==> config.mk <==
export PLATFORM = sky130hd
export DESIGN_NAME = serial_sub_alu
export DESIGN_NICKNAME = d
export VERILOG_FILES = /design/src/rtl/serial_sub_alu_pkg.sv /design/src/rtl/serial_sub_alu_sub_bit_cell.sv /design/src/rtl/serial_sub_alu.sv
export SDC_FILE = /design/constraint.sdc
export NUM_CORES = 1
export LEC_CHECK = 0
export CAP_MARGIN = 20
export CORE_MARGIN = 2
export CORE_UTILIZATION = 54
export CTS_CLUSTER_SIZE = 40
export DETAILED_ROUTE_END_ITERATION = 12
export GPL_TIMING_DRIVEN = 1
export PLACE_DENSITY = 0.85
export SKIP_CTS_REPAIR_TIMING = 1
export SLEW_MARGIN = 20
export SYNTH_ARGS = -nofsm -noshare
export SYNTH_HDL_FRONTEND = slang
export SYNTH_SLANG_ARGS = --single-unit
==> constraint.sdc <==
create_clock -name clk -period 3.2 [get_ports clk]
set_clock_uncertainty 0.15 [all_clocks]
set_input_delay 0.8 -clock clk [delete_from_list [all_inputs] [get_ports clk]]
set_output_delay 0.8 -clock clk [all_outputs]
set_load 0.02 [all_outputs]
==> src/rtl/serial_sub_alu_pkg.sv <==
// Shared definitions for the bit-serial subtract/compare unit.
// Optional add mode is enabled by defining SERIAL_ADD_MODE_EN.
package serial_sub_alu_pkg;

    typedef enum logic [1:0] {
        IDLE = 2'd0,
        RUN  = 2'd1,
        DONE = 2'd2
    } state_t;

    localparam int DEFAULT_WIDTH = 8;

    localparam logic OP_SUB = 1'b0;
    localparam logic OP_ADD = 1'b1;

endpackage

==> src/rtl/serial_sub_alu_sub_bit_cell.sv <==
// Single full-adder cell with optional inversion of the b operand.
module sub_bit_cell
    import serial_sub_alu_pkg::*;
(
    input  logic a,
    input  logic b,
    input  logic inv_b,
    input  logic cin,
    output logic s,
    output logic cout
);

    logic b_eff_s;

    assign b_eff_s = b ^ inv_b;
    assign s       = a ^ b_eff_s ^ cin;
    assign cout    = (a & b_eff_s) | (a & cin) | (b_eff_s & cin);

endmodule

==> src/rtl/serial_sub_alu.sv <==
// Bit-serial two's-complement subtractor: one result bit per clock, flags held until the next op.
// Define SERIAL_ADD_MODE_EN to add an 'op' port selecting add (1) or subtract (0).
module serial_sub_alu
    import serial_sub_alu_pkg::*;
#(
    parameter  int WIDTH = DEFAULT_WIDTH,
    localparam int CNT_W = $clog2(WIDTH + 1)
) (
    input  logic             clk,
    input  logic             reset,
    input  logic             start,
    input  logic [WIDTH-1:0] a,
    input  logic [WIDTH-1:0] b,
`ifdef SERIAL_ADD_MODE_EN
    input  logic             op,
`endif
    output logic             busy,
    output logic             done,
    output logic [WIDTH-1:0] diff,
    output logic             c_flag,
    output logic             overflow,
    output logic             zero
);

    state_t             state_r;
    state_t             state_nx_s;
    logic               accept_s;
    logic               last_s;
    logic               op_s;
    logic               op_r;
    logic [WIDTH-1:0]   a_sr_r;
    logic [WIDTH-1:0]   b_sr_r;
    logic [WIDTH-1:0]   res_r;
    logic [WIDTH-1:0]   res_nx_s;
    logic [CNT_W-1:0]   cnt_r;
    logic               carry_r;
    logic               sum_s;
    logic               cout_s;
    logic               busy_r;
    logic               done_r;
    logic [WIDTH-1:0]   diff_r;
    logic               c_flag_r;
    logic               overflow_r;
    logic               zero_r;

`ifdef SERIAL_ADD_MODE_EN
    assign op_s = op;
`else
    assign op_s = OP_SUB;
`endif

    sub_bit_cell u_cell (
        .a     (a_sr_r[0]),
        .b     (b_sr_r[0]),
        .inv_b (op_r == OP_SUB),
        .cin   (carry_r),
        .s     (sum_s),
        .cout  (cout_s)
    );

    assign last_s   = (state_r == RUN) && (cnt_r == CNT_W'(WIDTH - 1));
    assign res_nx_s = {sum_s, res_r[WIDTH-1:1]};

    // State register.
    always_ff @(posedge clk) begin
        if (reset) begin
            state_r <= IDLE;
        end else begin
            state_r <= state_nx_s;
        end
    end

    // Next-state logic; a start during DONE is accepted just like in IDLE.
    always_comb begin
        state_nx_s = state_r;
        accept_s   = 1'b0;
        case (state_r)
            IDLE, DONE: begin
                if (start) begin
                    state_nx_s = RUN;
                    accept_s   = 1'b1;
                end else begin
                    state_nx_s = IDLE;
                end
            end
            RUN: begin
                if (last_s) begin
                    state_nx_s = DONE;
                end else begin
                    state_nx_s = RUN;
                end
            end
            default: begin
                state_nx_s = IDLE;
            end
        endcase
    end

    // Serial datapath and result/flag registers, updated only when the final bit lands.
    always_ff @(posedge clk) begin
        if (reset) begin
            op_r       <= OP_SUB;
            a_sr_r     <= {WIDTH{1'b0}};
            b_sr_r     <= {WIDTH{1'b0}};
            res_r      <= {WIDTH{1'b0}};
            cnt_r      <= {CNT_W{1'b0}};
            carry_r    <= 1'b0;
            busy_r     <= 1'b0;
            done_r     <= 1'b0;
            diff_r     <= {WIDTH{1'b0}};
            c_flag_r   <= 1'b0;
            overflow_r <= 1'b0;
            zero_r     <= 1'b0;
        end else begin
            done_r <= last_s;
            if (accept_s) begin
                a_sr_r  <= a;
                b_sr_r  <= b;
                op_r    <= op_s;
                carry_r <= (op_s == OP_SUB);
                cnt_r   <= {CNT_W{1'b0}};
                busy_r  <= 1'b1;
            end else if (state_r == RUN) begin
                a_sr_r  <= a_sr_r >> 1;
                b_sr_r  <= b_sr_r >> 1;
                res_r   <= res_nx_s;
                carry_r <= cout_s;
                cnt_r   <= cnt_r + CNT_W'(1);
                if (last_s) begin
                    // carry_r still holds the carry into the MSB at this edge.
                    busy_r     <= 1'b0;
                    diff_r     <= res_nx_s;
                    c_flag_r   <= (op_r == OP_SUB) ? ~cout_s : cout_s;
                    overflow_r <= carry_r ^ cout_s;
                    zero_r     <= (res_nx_s == {WIDTH{1'b0}});
                end else begin
                    busy_r <= 1'b1;
                end
            end else begin
                busy_r <= 1'b0;
            end
        end
    end

    assign busy     = busy_r;
    assign done     = done_r;
    assign diff     = diff_r;
    assign c_flag   = c_flag_r;
    assign overflow = overflow_r;
    assign zero     = zero_r;

endmodule

# == Yosys cells after proc, flatten, opt, wreduce, memory -nomap -nowiden ==
# Index checks and enable logic that the tools add are counted.
# totals
ff_bits,44
in_bits,19
output_inout_bits,13
elab_cells,49
# op_classes
addsub,1
eq_ne,3
mux,14
n_bitwise,11
n_reduce_logical,8
# op_table
cell,count
8-bit 2-to-1 mux,4
8-bit logical NOT,1
1-bit 2-to-1 mux,8
"4-bit by 1-bit adder with 4-bit output, second input constant",1
"4-bit by 3-bit equality test with 1-bit output, second input constant",1
2-bit case mux with 2 select lines,1
2-bit OR reduction,2
1-bit AND,3
1-bit inverter,3
3-bit AND reduction,1
1-bit XOR,3
"2-bit by 1-bit equality test with 1-bit output, second input constant",1
"2-bit equality test, second input constant",1
2-bit logical NOT,1
2-bit 2-to-1 mux,1
1-bit bitwise OR,2
2-bit AND reduction,1
2-bit nonzero test,1
1-bit logical AND,1

# == Longest topological paths before layout ==
# Gate-level depths: netlist of run 1.
# depth
depth_word,6
ltp_mapped,5
mapped_depth_nobuf,5

# == Cells and area by module ==
# A second synthesis of run 1 with hierarchy kept.
# hier_totals
hier_cells,209
area_unflattened_um2,1727.9
# by_module_without_submodules
module,n_inst,cells_per_inst,area_each_um2,seq_area_each_um2
serial_sub_alu,1,203,1684.1,840.8
sub_bit_cell,1,6,43.8,0.0

# == Least setup slack after synthesis of run 1 ==
# Ideal clock, no wire load.
# synth_path
kind,in2reg
start,in reset
end,reg a_sr_r[2]
setup_time_ns,0.074
arrival_time_ns,1.472
required_ns,2.976
slack_ns,1.504
cell_stages,5
path_buffers,2
path_cell_list,buf_2 -> inv_1 -> clkbuf_1 -> o21ai_0 -> a31oi_1
# synth_lines
element,line_no,rtl
start: declaration,serial_sub_alu.sv:10,"input logic reset,"
end signal: assignment,serial_sub_alu.sv:103,a_sr_r <= {WIDTH{1'b0}};
end signal: assignment,serial_sub_alu.sv:124,a_sr_r <= a_sr_r >> 1;
end: declaration,serial_sub_alu.sv:31,logic [WIDTH-1:0] a_sr_r;

==> out/metrics.yaml, run 1 <==
clock_network:
  clk_pin_slew_worst_paths_ps: 110
  tritoncts.num_buffers: 5
  cts_tree: "built"
  root_buffer: "clkbuf_4"
  cts-htree-levels: 2
  clock_latency_ps: 340
  cts_num_sinks: 42
  ctsLongestPathBuffers: 2
worst_setup_path:
  kind_of_critical_path: "reg2out"
  critical_path.endpoint_type: "output pin"
  crit_arrival_ps: 1360
  setup_crit_start_kind: "flip-flop"
  critical-path-slowest-cell: "clkdlybuf4s50_1"
  r2r_slack_ps: 1320
  cpPeakStageDelay_ps: 620
  timing.critical_path.required_ps: 2250
  critPathTopFamily: "buffers and inverters"
  worst-path-max-fanout: 4
  path_cells: "clkdlybuf4s50_1"
  critical_path_buf_inv_count: 1
layout:
  area_delta_synth_final_pct: 19.2
  final_standard_cell_utilization_of_the_core_pct: 67.0
  antennaDiodeCount: 0
  drive_above_1_share_pct: 3.96
  finalNetCount: 248
  nFillCells: 252
yosys:
  ys.warnings.count: 0
  synth.top_cell.area_share_pct: 49.8
  syn-cell-area_sq_mm: 0.00169
  synth.yosys.seq_area_share_pct: 49.8
  synth_enable_flop_cells: 0
  syn_nets: 225
  yosysTopAreaCell: "dfxtp_1"
  ys_dominant_reg_cell: "dfxtp_1"
  ys_seq_elements: 42
  yosys-top-cells-area: "dfxtp_1 50%, nand2_1 9.8%, a21oi_1 6.5%"
  syn-instance-count: 204
  yosys-top-cells-count: "44 x nand2_1, 42 x dfxtp_1, 22 x a21oi_1"
  async_reset_ff_share_pct: 0
  synth.lib_cells_used.distinct: 26
  cell_with_the_most_instances_after_synthesis: "nand2_1"
  avgSynthCellArea_sq_um: 8.27
drt:
  drt_iter0_markers: 49
  post_dr_vias_cell: 5.66
  drt_drc_violations_left: 0
  wire_per_inst_microns: 13.0
  finalWirelength_mm: 3.39
  drtAntennaViolNets: 0
  dr_total_vias: 1472
  drt_pass1_iterations: 4
global_routing:
  gr-usage-all-layers_pct: 21.4
  first_pass_grt_wire_length_mm: 5.69
  number_of_global_route_vias_before_repair: 1267
  antenna_violations_before_repair: 0
  global_route.overflow_total: 0
  grt_max_degree: 29
sta:
  report.final.slew_viol_count: 0
  timing.max_slew.rel_slack_pct: 44.2
  fin_tns_setup_ps: 0
  max_clock_freq_mhz: 433
  setup_slack_ps: 891
  worst-slew-pin-transition_ps: 837
  final_critical_path_required_period_ps: 2310
  grt_setup_unrepaired: "false"
  hold_violations: 0
  setup_violators_final: 0
  timing.final.crit_share_pct: 72.2
die:
  boundaryPins: 32
  coreArea_sq_mm: 0.00300
  design.die.area_sq_mm: 0.00359
  initial_core_util_pct: 56.2
  die_x_extent_microns: 59.9
  row_count: 20
  die_height_microns: 59.9
place:
  pre_cts_ws_ps: 718
  port_buffers: 31
  detailed_place_hpwl_mm: 2.29
  gp_congestion: 0.735
power:
  p_sw_mw: 0.237
  share_comb_of_total_power_pct: 13.1
  irDropWorstVdd_mv: 0.327
  internal_power_mw: 0.683
  power_per_cell_area_mw_per_mm2: 457
  seq_power_share_pct: 61.1
  clock_power_share_pct: 25.8
  power.leakage_nw: 0.687
  swShare_pct: 25.8
job:
  drv_cap: 0
outcome:
  run_status: "finished, final reports clean"
worst_hold_path:
  hp-class: "reg2reg"
==> metal layers <==
layer,share of wire (%),track usage [%]
met3,6.7,6.28
met5,0,0
met1,46,28.9
met2,47,32.3
met4,0.80,8.25
==> through the flow <==
step | hold slack [ps] | cells | power (mW) | instance area, sq um
3_3_place_gp | 308 | 253 | 0.690 | 1970
3_5_place_dp | 314 | 253 | 0.693 | 1970
5_1_grt | 346 | 260 | 0.967 | 2010
4_1_cts | 329 | 260 | 0.925 | 2010
6_report | 332 | 260 | 0.920 | 2010
2_1_floorplan | 294 | 204 | 0.655 | 1690
==> flip-flops by register name, indices dropped and copies added (netlist names) <==
signal / flops
overflow: 1
zero: 1
carry_r: 1
cnt_r: 4
state_r: 2
res_r: 7
b_sr_r: 8
busy: 1
a_sr_r: 8
diff: 8
c_flag: 1
==> cells by family after synthesis <==
kind of cell               after synthesis  synth area share (%)
adders and majority gates                2                  1.93
and+or+nand+nor                         74                  19.4
muxes                                    2                  1.19
DFF                                     42                  49.8
buffers and inverters                   20                  6.23
AOI/OAI and AO/OA                       61                  19.9
xor gates and xnor gates                 3                  1.56
==> layout by cell type (no fill, tap or decap) <==
| master | instances |
|---|---|
| mux2i_1 | 2 |
| nand2_1 | 44 |
| nand2b_1 | 2 |
| clkbuf_4 | 5 |
| a211oi_1 | 2 |
| o21ai_0 | 21 |
| clkdlybuf4s50_1 | 31 |
| a31oi_1 | 13 |
| nor2b_1 | 1 |
| and3b_1 | 1 |
| a22oi_1 | 2 |
| clkbuf_1 | 2 |
| nand3_1 | 11 |
| or4_1 | 2 |
| fa_1 | 1 |
| inv_1 | 2 |
| ha_1 | 1 |
| nor2_1 | 6 |
| dfxtp_1 | 42 |
| o2bb2ai_1 | 1 |
| xnor2_1 | 2 |
| xor2_1 | 1 |
| nor3_1 | 3 |
| nand3b_1 | 2 |
| a21oi_1 | 22 |
| or3_1 | 1 |
| nor2b_2 | 1 |
| buf_4 | 3 |
==> path summary, 6_finish.rpt <==
path,start,to,cells after the start
max,state_r[1],done,1
min,b_sr_r[0],b_sr_r[0],2
max reg2reg,state_r[1],diff[6],4
min reg2reg,b_sr_r[0],b_sr_r[0],2
==> power by group through the flow <==
| stage | sequential [mW] | clock (mW) | combinational [mW] |
|---|---|---|---|
| 5_1_grt | 0.565 | 0.267 | 0.135 |
| 2_1_floorplan | 0.570 | 0 | 0.0847 |
| 3_5_place_dp | 0.574 | 0 | 0.120 |
| 4_1_cts | 0.562 | 0.243 | 0.120 |
| 6_report | 0.562 | 0.238 | 0.120 |
| 3_3_place_gp | 0.573 | 0 | 0.117 |
==> cell type report <==
cell class	count	area, sq um	share of cell area (%)
Sequential cell	42	841	41.8
Multi-Input combinational cell	142	744	37.0
Timing Repair Buffer	34	333	16.5
Clock buffer	7	45.0	2.24
Tap cell	33	41.3	2.05
Inverter	2	7.51	0.373
Power figures use the tool's default switching activity.
==> run 2, diff against run 1 <==
--- a/config.mk
+++ b/config.mk
@@ -7,11 +7,11 @@
 export LEC_CHECK = 0
 export CAP_MARGIN = 20
 export CORE_MARGIN = 2
-export CORE_UTILIZATION = 54
+export CORE_UTILIZATION = 50
 export CTS_CLUSTER_SIZE = 40
 export DETAILED_ROUTE_END_ITERATION = 12
 export GPL_TIMING_DRIVEN = 1
-export PLACE_DENSITY = 0.85
+export PLACE_DENSITY = 0.8
 export SKIP_CTS_REPAIR_TIMING = 1
 export SLEW_MARGIN = 20
 export SYNTH_ARGS = -nofsm -noshare
==> constraint.sdc (replaced) <==
create_clock -name clk -period 2.26 [get_ports clk]
set_clock_uncertainty 0.15 [all_clocks]
set_input_delay 0.565 -clock clk [delete_from_list [all_inputs] [get_ports clk]]
set_output_delay 0.565 -clock clk [all_outputs]
set_load 0.02 [all_outputs]
==> run 2 against run 1 <==
Compared with the run above: sequential share of layout area decreased by 2.0 points; largest power group unchanged; count of clock-buffer cells in the layout increased by 1; worst setup slack got worse by 740 ps; critical path type unchanged; register-to-register slack got worse by 840 ps; clock power increased by 89%; power increased by 55%; wire length increased by 3.5%; sequential power increased by 41%; cell count increased by 7.3%; hold slack got worse by 7.7 ps; critical path depth unchanged.
==> out/metrics.yaml, run 2 (same netlist as run 1, synthesis figures left out) <==
layout:
  antennaDiodeCount: 0  # unchanged
  most-common-layout-cells: "44 x nand2_1, 42 x dfxtp_1, 31 x clkdlybuf4s50_1, 22 x a21oi_1, 21 x o21ai_0"  # unchanged
  finalNetCount: 253  # was 248
  final_standard_cell_utilization_of_the_core_pct: 64.3  # was 67.0%
  finish.instance_area_sq_mm: 0.00211  # was 0.00201 sq mm
  final_common_cell: "nand2_1"  # unchanged
  area_delta_synth_final_pct: 25.1  # was 19.2%
  drive_above_1_share_pct: 7.30  # was 3.96%
place:
  port_buffers: 31  # unchanged
  gp_congestion: 0.798  # was 0.735
  pre_cts_ws_ps: 259  # was 718 ps
  detailed_place_hpwl_mm: 2.41  # was 2.29 mm
  place_area_sq_mm: 0.00203  # was 0.00197 sq mm
drt:
  dr_total_vias: 1497  # was 1,472
  drtAntennaViolNets: 0  # unchanged
  wire_per_inst_microns: 12.6  # was 13.0 microns
  drt_pass1_iterations: 4  # unchanged
  drt_iter0_markers: 49  # unchanged
  post_dr_vias_cell: 5.37  # was 5.66
  finalWirelength_mm: 3.51  # was 3.39 mm
  drt_drc_violations_left: 0  # unchanged
job:
  drv_cap: 0  # unchanged
clock_network:
  cts_num_sinks: 42  # unchanged
  tritoncts.num_buffers: 5  # unchanged
  ctsLongestPathBuffers: 2  # unchanged
  root_buffer: "clkbuf_4"  # unchanged
  clk_pin_slew_worst_paths_ps: 120  # was 110 ps
  clock_latency_ps: 350  # was 340 ps
  cts_tree: "built"  # unchanged
  cts-htree-levels: 2  # unchanged
worst_setup_path:
  timing.critical_path.required_ps: 1540  # was 2250 ps
  cp.depth: 1  # unchanged
  setup_crit_start_kind: "flip-flop"  # unchanged
  crit_arrival_ps: 1400  # was 1360 ps
  critical_path_buf_inv_count: 1  # unchanged
  timing.reg2reg.worst_path_depth: 5  # was 4
  worst-path-max-fanout: 4  # unchanged
  cpPeakStageDelay_ps: 630  # was 620 ps
  kind_of_critical_path: "reg2out"  # unchanged
  path_cells: "clkdlybuf4s50_1"  # unchanged
  critical-path-slowest-cell: "clkdlybuf4s50_1"  # unchanged
  critical_path.endpoint_type: "output pin"  # unchanged
  critPathTopFamily: "buffers and inverters"  # unchanged
die:
  design.die.area_sq_mm: 0.00386  # was 0.00359 sq mm
  boundaryPins: 32  # unchanged
  row_count: 21  # was 20
  coreArea_sq_mm: 0.00328  # was 0.00300 sq mm
  die_x_extent_microns: 62.1  # was 59.9 microns
  initial_core_util_pct: 51.4  # was 56.2%
  die_height_microns: 62.1  # was 59.9 microns
sta:
  fin_tns_setup_ps: 0  # unchanged
  final_critical_path_required_period_ps: 2110
  setup_slack_ps: 147  # was 891 ps
  setup_violators_final: 0  # unchanged
  timing.max_slew.rel_slack_pct: 68.0  # was 44.2%
  max_clock_freq_mhz: 473
  hold_violations: 0  # unchanged
  worst-slew-pin-transition_ps: 480  # was 837 ps
  report.final.slew_viol_count: 0  # unchanged
  timing.final.crit_share_pct: 93.5
  grt_setup_unrepaired: "false"  # unchanged
worst_hold_path:
  whs_path_depth: 2  # unchanged
  hp-class: "reg2reg"  # unchanged
global_routing:
  first_pass_grt_wire_length_mm: 6.24  # was 5.69 mm
  global_route.overflow_total: 0  # unchanged
  number_of_global_route_vias_before_repair: 1393  # was 1,267
  grt_max_degree: 23  # was 29
  gr-usage-all-layers_pct: 20.4  # was 21.4%
  antenna_violations_before_repair: 0  # unchanged
outcome:
  run_status: "finished, final reports clean"  # unchanged
power:
  power_per_cell_area_mw_per_mm2: 676  # was 457 mW/mm^2
  clock_power_share_pct: 31.5  # was 25.8%
  fin_total_pwr_mw: 1.43  # was 0.920 mW
  seq_power_share_pct: 55.7  # was 61.1%
  internal_power_mw: 1.07  # was 0.683 mW
  share_comb_of_total_power_pct: 12.9  # was 13.1%
  swShare_pct: 24.8  # was 25.8%
  power.leakage_nw: 0.734  # was 0.687 nW
  irDropWorstVdd_mv: 0.534  # was 0.327 mV
  p_sw_mw: 0.354  # was 0.237 mW
## run 2: changes by cell type in the layout (fill, tap and decap cells not counted), sizes merged
cell / delta
clkbuf: +1
buf: +5
## run 2: layout make-up
type	instances	area, sq um
Clock buffer	8	78.8
Inverter	2	7.51
Sequential cell	42	841
Tap cell	46	57.6
Multi-Input combinational cell	142	744
Timing Repair Buffer	39	383
Fill cell	285	1170
## run 2: routing by layer
layer | share of wire (%) | GRT usage, % | wire length, microns
met5 | 0 | 0 | 0
met4 | 2.3 | 9.17 | 82
met3 | 4.0 | 6.16 | 140
met2 | 47 | 31.9 | 1640
met1 | 47 | 26.1 | 1640
## run 2: path summary, 6_finish.rpt
kind / start / slack (ps) / end
worst max-delay path: state_r[1] / 150 / done
worst min-delay path: a_sr_r[5] / 320 / a_sr_r[4]
worst max register to register: b_sr_r[0] / 480 / zero
worst min register to register: a_sr_r[5] / 320 / a_sr_r[4]
## run 2: metrics by stage
step                hold slack, ps  cells
detailed placement             312    271
floorplan                      294    204
finish                         324    279
global placement               307    271
CTS                            329    279
global route                   350    279
## run 2: power by group through the flow
stage	sequential [mW]	combinational (mW)	clock (mW)
after floorplan	0.808	0.120	0
after global placement	0.810	0.179	0
after detailed placement	0.811	0.183	0
after CTS	0.794	0.184	0.455
after global routing	0.799	0.207	0.502
final	0.795	0.184	0.449
## run 2: worst reg2reg max path: cells and delay by family (launching register included)
family	cells	cell delay (ps)
AOI/OAI and AO/OA	1	110
adders and majority gates	1	500
buffers and inverters	1	60
DFF	1	350
and+or+nand+nor	2	550
==> run 3, diff against run 2 <==
--- a/config.mk
+++ b/config.mk
@@ -5,13 +5,14 @@
 export SDC_FILE = /design/constraint.sdc
 export NUM_CORES = 1
 export LEC_CHECK = 0
+export ABC_AREA = 1
 export CAP_MARGIN = 20
 export CORE_MARGIN = 2
-export CORE_UTILIZATION = 50
+export CORE_UTILIZATION = 47
 export CTS_CLUSTER_SIZE = 40
 export DETAILED_ROUTE_END_ITERATION = 12
 export GPL_TIMING_DRIVEN = 1
-export PLACE_DENSITY = 0.8
+export PLACE_DENSITY = 0.77
 export SKIP_CTS_REPAIR_TIMING = 1
 export SLEW_MARGIN = 20
 export SYNTH_ARGS = -nofsm -noshare
==> constraint.sdc (replaced) <==
create_clock -name clk -period 1.7 [get_ports clk]
set_clock_uncertainty 0.15 [all_clocks]
set_input_delay 0.425 -clock clk [delete_from_list [all_inputs] [get_ports clk]]
set_output_delay 0.425 -clock clk [all_outputs]
set_load 0.02 [all_outputs]
==> run 3 against run 2 <==
Compared with the run above: hold slack worse by 2.1 ps; flip-flop and latch count unchanged; global-route usage down 2.2 points; sequential share of layout area down 5.8 points; largest power group unchanged; highest routed layer unchanged.
==> out/metrics.yaml, run 3 <==
worst_setup_path:
  critical_path.endpoint_type: "flip-flop"  # was output pin
  crit_arrival_ps: 1560  # was 1400 ps
  kind_of_critical_path: "in2reg"  # was reg2out
  worst-path-max-fanout: 21  # was 4
  timing.critical_path.required_ps: 1740  # was 1540 ps
  setup_crit_start_kind: "input port"  # was flip-flop
sta:
  timing.final.crit_share_pct: 89.2
  hold_violations: 0  # unchanged
  report.final.slew_viol_count: 0  # unchanged
  final_critical_path_required_period_ps: 1520
  setup_violators_final: 0  # unchanged
  max_clock_freq_mhz: 659
  fin_tns_setup_ps: 0  # unchanged
  worst-slew-pin-transition_ps: 347  # was 480 ps
  grt_setup_unrepaired: "false"  # unchanged
  hold-worst-slack_ps: 322  # was 324 ps
  timing.max_slew.rel_slack_pct: 76.8  # was 68.0%
yosys:
  async_reset_ff_share_pct: 0  # unchanged
  ys.warnings.count: 0  # unchanged
  yosys-top-cells-count: "49 x nand2_1, 42 x dfxtp_1, 36 x inv_1"  # was 44 x nand2_1, 42 x dfxtp_1, 22 x a21oi_1
  yosys-top-cells-area: "dfxtp_1 42%, nand2_1 9.3%, nand3_1 8.3%"  # was dfxtp_1 50%, nand2_1 9.8%, a21oi_1 6.5%
  yosysTopAreaCell: "dfxtp_1"  # unchanged
  syn-instance-count: 263  # was 204
  cell_with_the_most_instances_after_synthesis: "nand2_1"  # unchanged
  avgSynthCellArea_sq_um: 7.53  # was 8.27 sq um
  ys_dominant_reg_cell: "dfxtp_1"  # unchanged
  synth_enable_flop_cells: 0  # unchanged
  synth.top_cell.area_share_pct: 42.5  # was 49.8%
  synth.lib_cells_used.distinct: 25  # was 26
  syn_nets: 284  # was 225
  ys_seq_elements: 42  # unchanged
  synth.yosys.seq_area_share_pct: 42.5  # was 49.8%
  syn-cell-area_sq_mm: 0.00198  # was 0.00169 sq mm
drt:
  finalWirelength_mm: 3.64  # was 3.51 mm
  wire_per_inst_microns: 10.4  # was 12.6 microns
  drtAntennaViolNets: 0  # unchanged
  post_dr_vias_cell: 4.64  # was 5.37
  dr_total_vias: 1629  # was 1,497
  drt_pass1_iterations: 4  # unchanged
  drt_drc_violations_left: 0  # unchanged
  drt_iter0_markers: 79  # was 49
clock_network:
  clk_pin_slew_worst_paths_ps: 90  # was 120 ps
  clock_latency_ps: 300  # was 350 ps
  cts-htree-levels: 2  # unchanged
  cts_tree: "built"  # unchanged
  root_buffer: "clkbuf_8"  # was clkbuf_4
  tritoncts.num_buffers: 5  # unchanged
  ctsLongestPathBuffers: 2  # unchanged
  cts_num_sinks: 42  # unchanged
die:
  die_height_microns: 68.9  # was 62.1 microns
  die_x_extent_microns: 68.9  # was 62.1 microns
  design.die.area_sq_mm: 0.00475  # was 0.00386 sq mm
  initial_core_util_pct: 49.2  # was 51.4%
  boundaryPins: 32  # unchanged
  row_count: 23  # was 21
  coreArea_sq_mm: 0.00403  # was 0.00328 sq mm
layout:
  area_delta_synth_final_pct: 24.8  # was 25.1%
  finalNetCount: 321  # was 253
  finish.instance_area_sq_mm: 0.00247  # was 0.00211 sq mm
  most-common-layout-cells: "49 x nand2_1, 42 x dfxtp_1, 36 x inv_1, 33 x nand3_1, 30 x nor2_1"  # was 44 x nand2_1, 42 x dfxtp_1, 31 x clkdlybuf4s50_1, 22 x a21oi_1, 21 x o21ai_0
  antennaDiodeCount: 0  # unchanged
  drive_above_1_share_pct: 13.6  # was 7.30%
  final_common_cell: "nand2_1"  # unchanged
  final_cells: 351  # was 279
place:
  gp_congestion: 0.770  # was 0.798
  detailed_place_hpwl_mm: 2.59  # was 2.41 mm
  dp.cells: 343  # was 271
  port_buffers: 31  # unchanged
  place_area_sq_mm: 0.00234  # was 0.00203 sq mm
outcome:
  run_status: "finished, final reports clean"  # unchanged
global_routing:
  number_of_global_route_vias_before_repair: 1549  # was 1,393
  grt_max_degree: 28  # was 23
  antenna_violations_before_repair: 0  # unchanged
  gr-usage-all-layers_pct: 18.2  # was 20.4%
  first_pass_grt_wire_length_mm: 6.45  # was 6.24 mm
  global_route.overflow_total: 0  # unchanged
power:
  fin_total_pwr_mw: 2.08  # was 1.43 mW
  irDropWorstVdd_mv: 0.597  # was 0.534 mV
  power_per_cell_area_mw_per_mm2: 843  # was 676 mW/mm^2
  power.leakage_nw: 1.32  # was 0.734 nW
job:
  drv_cap: 0  # unchanged
worst_hold_path:
  hp-class: "reg2reg"  # unchanged
==> run 3: cell types whose count changed after synthesis, moves of 4 or more <==
cell / change
nand2_1: +5
o21ai_0: -7
buf_2: -7
buf_6: +4
nand3_1: +22
o21ai_2: +6
nor2_1: +24
a31oi_1: -13
nand2_4: +4
inv_1: +34
nor3_2: +5
==> run 3: final timing paths <==
| kind | start | depth (start not counted) | slack, ps | to |
|---|---|---|---|---|
| min reg2reg | diff[7] | 2 | 320 | diff[7] |
| max reg2reg | b_sr_r[0] | 7 | 200 | zero |
| max | start | 7 | 180 | a_sr_r[1] |
| min | diff[7] | 2 | 320 | diff[7] |
==> run 3: layout make-up <==
type	count	area (sq um)
fill	373	1560
multi-input combinational	169	868
sequential	42	841
timing repair buffer	42	450
inverter	40	155
clock buffer	5	68.8
tap	50	62.6
clock inverter	3	25.0
==> run 3: logic make-up after synthesis <==
kind of cell | after synthesis | share of synthesized area [%]
XOR/XNOR | 1 | 0.442
AND/OR/NAND/NOR | 124 | 30.0
buffers and inverters | 52 | 13.7
AO/OA/AOI/OAI | 42 | 11.7
adder cells (fa/ha/maj) | 2 | 1.64
flip-flops | 42 | 42.5
==> run 3: power by group <==
group          switching [mW]  total [mW]  internal, mW
Clock                   0.366       0.662         0.296
Combinational           0.186       0.339         0.153
Sequential             0.0401        1.08          1.04
==> run 3: stage by stage <==
step,worst slack [ps],utilization [%]
after global placement,-110,58.2
final,184,61.3
after detailed placement,-131,58.2
after floorplan,313,-
after CTS,-208,60.5
after global routing,73.3,61.3
==> run 3: layer usage <==
layer / GRT usage [%] / up-vias / share of wire, %
li1: - / 896 / -
met1: 21.7 / 690 / 47
met2: 31.1 / 35 / 46
met3: 4.06 / 8 / 4.5
met4: 8.09 / 0 / 1.9
met5: 0 / - / 0
==> run 3: critical path, stage by stage <==
cell and delay, ps:
clkdlybuf4s50_1 480, nand2_4 230, nand2_4 90, inv_1 140, nand2_1 80, nand2_1 70, nor2_1 40
